--- src/rtl/icache_responder_if.sv ---
// Fetch-side and memory-side signals of the instruction cache, bundled for port use.
// slave is the cache's view; master is the fetch stage plus memory controller.
interface icache_responder_if;
   logic        iREN;
   logic [31:0] iaddr;
   logic        flush;
   logic        ihit;
   logic [31:0] iload;
   logic        mem_iREN;
   logic [31:0] mem_iaddr;
   logic        mem_iwait;
   logic [31:0] mem_iload;

   modport slave (
      input  iREN, iaddr, flush,
      output ihit, iload,
      output mem_iREN, mem_iaddr,
      input  mem_iwait, mem_iload
   );

   modport master (
      output iREN, iaddr, flush,
      input  ihit, iload,
      input  mem_iREN, mem_iaddr,
      output mem_iwait, mem_iload
   );
endinterface

--- src/rtl/icache_responder.sv ---
// Direct-mapped, one-word-per-line instruction cache between fetch and the memory arbiter.
// Define ICACHE_STATS_EN to add the hit_count/miss_count statistics ports.
module icache_responder #(
   parameter int SETS          = 16,
   parameter int MISS_WAIT_MAX = 0
) (
   input  logic               CLK,
   input  logic               RST,
   icache_responder_if.slave  bus,
   output logic               timeout
`ifdef ICACHE_STATS_EN
   ,
   output logic [31:0]        hit_count,
   output logic [31:0]        miss_count
`endif
);

   localparam int IDX  = $clog2(SETS);
   localparam int TAGW = 30 - IDX;

   typedef enum logic [1:0] {IDLE, MISS, FILL} state_t;

   state_t          state, next_state;
   logic [SETS-1:0] valid;
   logic [TAGW-1:0] tag_mem  [SETS];
   logic [31:0]     data_mem [SETS];
   logic [29:0]     miss_word;
   logic [IDX-1:0]  idx, miss_idx;
   logic [TAGW-1:0] tag, miss_tag;
   logic            lookup_hit;
   logic            fill_en;
   logic            unused_byte_offset;

   assign idx        = bus.iaddr[IDX+1:2];
   assign tag        = bus.iaddr[31:IDX+2];
   assign miss_idx   = miss_word[IDX-1:0];
   assign miss_tag   = miss_word[29:IDX];
   assign lookup_hit = valid[idx] && (tag_mem[idx] == tag);
   assign unused_byte_offset = ^bus.iaddr[1:0];

   always_ff @(posedge CLK) begin
      if (RST) begin
         state     <= IDLE;
         valid     <= '0;
         miss_word <= '0;
      end else begin
         state <= next_state;
         if (bus.flush)
            valid <= '0;
         else if (fill_en)
            valid[miss_idx] <= 1'b1;
         if (state == IDLE && next_state == MISS)
            miss_word <= bus.iaddr[31:2];
      end
   end

   // Tag/data storage needs no reset: a line is only ever read behind its valid bit.
   always_ff @(posedge CLK) begin
      if (fill_en && !RST) begin
         tag_mem[miss_idx]  <= miss_tag;
         data_mem[miss_idx] <= bus.mem_iload;
      end
   end

   always_comb begin
      next_state    = state;
      bus.ihit      = 1'b0;
      bus.iload     = '0;
      bus.mem_iREN  = 1'b0;
      bus.mem_iaddr = '0;
      fill_en       = 1'b0;
      unique case (state)
         IDLE: begin
            if (bus.flush) begin
               next_state = IDLE;
            end else if (bus.iREN && lookup_hit) begin
               bus.ihit  = 1'b1;
               bus.iload = data_mem[idx];
            end else if (bus.iREN) begin
               next_state = MISS;
            end
         end
         MISS: begin
            bus.mem_iREN  = 1'b1;
            bus.mem_iaddr = {miss_word, 2'b00};
            // A flush aborts the read even when the data arrives in the same cycle.
            if (bus.flush) begin
               next_state = IDLE;
            end else if (!bus.mem_iwait) begin
               fill_en    = 1'b1;
               next_state = FILL;
            end
         end
         FILL: next_state = IDLE;
         default: next_state = IDLE;
      endcase
   end

   generate
      if (MISS_WAIT_MAX > 0) begin : g_watchdog
         logic [31:0] wait_cnt;
         logic        timeout_q;

         // Counts stalled miss cycles and saturates; the flag sticks until reset.
         always_ff @(posedge CLK) begin
            if (RST) begin
               wait_cnt  <= '0;
               timeout_q <= 1'b0;
            end else if (state == MISS && bus.mem_iwait) begin
               if (wait_cnt < 32'(MISS_WAIT_MAX))
                  wait_cnt <= wait_cnt + 32'd1;
               if (wait_cnt >= 32'(MISS_WAIT_MAX - 1))
                  timeout_q <= 1'b1;
            end else if (state != MISS) begin
               wait_cnt <= '0;
            end
         end

         assign timeout = timeout_q;
      end else begin : g_no_watchdog
         assign timeout = 1'b0;
      end
   endgenerate

`ifdef ICACHE_STATS_EN
   always_ff @(posedge CLK) begin
      if (RST) begin
         hit_count  <= '0;
         miss_count <= '0;
      end else begin
         if (bus.ihit)
            hit_count <= hit_count + 32'd1;
         if (state == IDLE && next_state == MISS)
            miss_count <= miss_count + 32'd1;
      end
   end
`endif

endmodule

--- src/flat_wrapper.sv ---
// flat-port wrapper written by rule: the top's interface ports become plain ports
module icache_responder_flat 
#(
   parameter int SETS          = 16,
   parameter int MISS_WAIT_MAX = 0
)
  (CLK, RST, timeout, bus_iREN, bus_iaddr, bus_flush, bus_ihit, bus_iload, bus_mem_iREN, bus_mem_iaddr, bus_mem_iwait, bus_mem_iload);
  icache_responder_if bus_i ();
  input  logic CLK;
  input  logic RST;
  output logic timeout;
  input wire logic [$bits(bus_i.iREN)-1:0] bus_iREN;
  input wire logic [$bits(bus_i.iaddr)-1:0] bus_iaddr;
  input wire logic [$bits(bus_i.flush)-1:0] bus_flush;
  output wire logic [$bits(bus_i.ihit)-1:0] bus_ihit;
  output wire logic [$bits(bus_i.iload)-1:0] bus_iload;
  output wire logic [$bits(bus_i.mem_iREN)-1:0] bus_mem_iREN;
  output wire logic [$bits(bus_i.mem_iaddr)-1:0] bus_mem_iaddr;
  input wire logic [$bits(bus_i.mem_iwait)-1:0] bus_mem_iwait;
  input wire logic [$bits(bus_i.mem_iload)-1:0] bus_mem_iload;
  assign bus_i.iREN = bus_iREN;
  assign bus_i.iaddr = bus_iaddr;
  assign bus_i.flush = bus_flush;
  assign bus_ihit = bus_i.ihit;
  assign bus_iload = bus_i.iload;
  assign bus_mem_iREN = bus_i.mem_iREN;
  assign bus_mem_iaddr = bus_i.mem_iaddr;
  assign bus_i.mem_iwait = bus_mem_iwait;
  assign bus_i.mem_iload = bus_mem_iload;
  icache_responder #(.SETS(SETS), .MISS_WAIT_MAX(MISS_WAIT_MAX)) u_core (.CLK(CLK), .RST(RST), .bus(bus_i), .timeout(timeout));
endmodule
--- config.mk ---
export PLATFORM = sky130hd
export DESIGN_NAME = icache_responder_flat
export DESIGN_NICKNAME = d
export VERILOG_FILES = /design/src/rtl/icache_responder_if.sv /design/src/rtl/icache_responder.sv /design/src/flat_wrapper.sv
export SDC_FILE = /design/constraint.sdc
export NUM_CORES = 1
export LEC_CHECK = 0
export CAP_MARGIN = 20
export CORE_UTILIZATION = 60
export DETAILED_ROUTE_END_ITERATION = 6
export PLACE_DENSITY = 0.78
export SYNTH_ARGS = -nofsm -noshare
export SYNTH_HDL_FRONTEND = slang
export SYNTH_SLANG_ARGS = --single-unit
export TNS_END_PERCENT = 100
--- constraint.sdc ---
create_clock -name CLK -period 10.2 [get_ports CLK]
set_input_delay 2.04 -clock CLK [delete_from_list [all_inputs] [get_ports CLK]]
set_output_delay 2.04 -clock CLK [all_outputs]
set_load 0.01 [all_outputs]
==> impl_metrics.tcl <==
set metrics [dict create \
    clock-sinks 976 \
    fin_crit_ps 8860 \
    arrival_ps 6820 \
    vdd_drop_max_v 0.000197 \
    synth_warnings 0 \
    cts_tree "yes" \
    synth.avg_cell_area_sq_um 21.7 \
    syn_area_sq_um 38200 \
    path_cells "buf_4, clkinv_2, mux4_2, inv_1, a311oi_1, nand4_1, nor4b_1, nand4b_1, buf_4, nor2b_1, clkdlybuf4s50_1" \
    critPathSlowestCell "clkinv_2" \
    layout.cells.non_filler 2839 \
    die_w_um 254 \
    grt_first_pass_wirelength_mm 126 \
    hold_ws_ps 481 \
    cts_setup_buffers 0 \
    pwr_density_cell_nw_per_um2 189 \
    syn_inst 1759 \
    first_global_vias 19100 \
    viasPerCell 6.53 \
    rr_startpoint "u_core.state[1]$_SDFF_PP0_" \
    grtUsageTotal_pct 27.7 \
    drt_iter0_drc 1979 \
    cap_violations 0 \
    status "complete, but fails checks" \
    fp.coreArea_sq_um 63000 \
    min_from "u_core.valid[5]$_SDFFE_PP0P_" \
    p_leak_nw 13.4 \
    seq_area_frac_synth_pct 75.5 \
    drive_gt1_share_pct 22.7 \
    grt_max_degree 87 \
    final_cell_mix "928 x edfxtp_1, 258 x mux4_2, 125 x clkdlybuf4s50_1" \
    start_util_pct 60.6 \
    wl_per_cell_um 30.6 \
    antenna_found_initial 1 \
    cpMostUsedCell "buf_4" \
    ctsHoldBuffers 0 \
    cp-startpoint "bus_iaddr[5]" \
    hold_violations 0 \
    power.total_w 0.00821 \
    layout_commonest_cell "edfxtp_1" \
    end_kind "primary output" \
    dp.cells 2669 \
    crit_path_max_fanout 44 \
    dp_hpwl_mm 42.8 \
    worstMarginPinSlew_ps 1110 \
    tns_ps 0 \
    crit_type "in -> out" \
    grt-ovfl-total 0 \
    nNetsFinal 1986 \
    placementRows 92 \
    ys_ff_latch 976 \
    numCtsBuffers 92 \
    routed_wl_mm 86.8 \
    clk_pin_slew_worst_paths_ps 60 \
    max_freq_mhz 113 \
    hold_class "reg -> reg" \
    place_ws_ps 1500 \
    io_pins 136 \
    num_vias 18500 \
    synth-edff-count 928 \
    worstPathRequired_ps 8160 \
    max_stage_delay_ps 1000 \
    cts_resized 0 \
    root_buffer "clkbuf_16" \
    drc 2 \
    synth.distinct_cells 55 \
    die_area_sq_um 64600 \
    rsz0062_at_grt "false" \
    synthArstFlopShare_pct 0 \
    cts_buffer_depth 3 \
    violations "DRC" \
    area_growth_pct 13.7 \
    first_pass_iters 7 \
    clkLatencyLatePin_ps 650 \
    setup_slack_ps 1340 \
    setup_viol 0 \
    skew_ps 22.8 \
    die_h_um 254 \
    relSlewSlack_pct 25.8 \
    io_buffers 130 \
    htreeDepth 3 \
    synthFlopType "edfxtp_1" \
    gp_congestion 0.804 \
    ant_nets 0 \
    period_share_pct 86.8 \
    start_kind "primary input" \
    report.final.slew_viol_count 0 \
]
## critical path: cells and delay by family
family                 cells  cell delay [ps]
AO/OA/AOI/OAI              1              460
buffers and inverters      5             2570
multiplexers               1              630
AND/OR/NAND/NOR            4             1070
## flip-flops by register name, indices dropped and copies added, names as in the netlist
signal            count
u_core.tag_mem      416
u_core.miss_word     30
u_core.state          2
u_core.valid         16
u_core.data_mem     512
## cell usage after synthesis, types with 2 or more instances
cell type / count / area (sq um)
a31oi_1: 4 / 25.0
o22ai_1: 2 / 12.5
mux4_2: 258 / 5810
nor2b_1: 40 / 250
a22oi_1: 17 / 128
inv_1: 4 / 15.0
mux2i_1: 89 / 891
a221oi_1: 2 / 17.5
nand2_1: 11 / 41.3
buf_6: 7 / 78.8
dfxtp_1: 48 / 961
xor2_1: 9 / 78.8
a211o_1: 2 / 17.5
xnor2_1: 24 / 210
nor4b_1: 2 / 17.5
buf_4: 16 / 120
nand4b_1: 2 / 17.5
nor4_1: 5 / 31.3
mux2_2: 2 / 22.5
buf_2: 32 / 160
a21oi_1: 15 / 75.1
nand4_1: 6 / 37.5
and3_1: 5 / 31.3
nand2b_1: 67 / 419
o21ai_0: 2 / 10.0
nor2_1: 45 / 169
and2_1: 34 / 213
clkbuf_1: 37 / 139
or2_2: 2 / 12.5
nor3_1: 7 / 35.0
edfxtp_1: 928 / 27900
nand3b_1: 2 / 15.0
nand3_1: 6 / 30.0
buf_1: 6 / 22.5
## final cells by class
cell class,count,area (sq um)
Antenna cell,1,2.50
Clock buffer,115,2480
Clock inverter,54,541
Fill cell,3773,19600
Inverter,5,20.0
Multi-Input combinational cell,682,8940
Sequential cell,976,28800
Tap cell,846,1060
Timing Repair Buffer,160,1540
## stage by stage
stage / area (sq um) / util (%)
6_report: 43400 / 68.9
5_1_grt: 43400 / 68.9
4_1_cts: 43400 / 68.9
3_5_place_dp: 40400 / 64.1
3_3_place_gp: 40400 / 64.1
2_1_floorplan: 38200 / -
## cell families (layout without fill, tap and decap cells)
kind of cell / after synthesis / after routing / synth area share (%)
DFF: 976 / 976 / 75.5
muxes: 349 / 349 / 17.6
and+or+nand+nor: 240 / 240 / 3.60
buffers and inverters: 103 / 334 / 1.41
AOI/OAI and AO/OA: 57 / 57 / 1.07
xor gates and xnor gates: 33 / 33 / 0.757
other: 1 / 4 / 0.00983
## layer usage
layer / up-vias / GRT usage (%) / wire (um)
li1: 7576 / - / -
met5: - / 0 / 9
met4: 2 / 7.47 / 2030
met3: 155 / 4.75 / 7180
met1: 9804 / 38.3 / 33400
met2: 1000 / 46.3 / 44200
## final timing paths
path,slack [ps],end,depth (start not counted)
max,1340,bus_iload[21],11
min,480,u_core.valid[5]$_SDFFE_PP0P_,2
max reg2reg,6440,u_core.tag_mem[11][13]$_DFFE_PP_,5
min reg2reg,480,u_core.valid[5]$_SDFFE_PP0P_,2
## power breakdown
group | internal, W | total [W] | switching [W]
sequential | 0.00439 | 0.00442 | 0.0000287
clock | 0.00198 | 0.00343 | 0.00145
combinational | 0.000166 | 0.000354 | 0.000188
(Power assumes the default switching activity.)
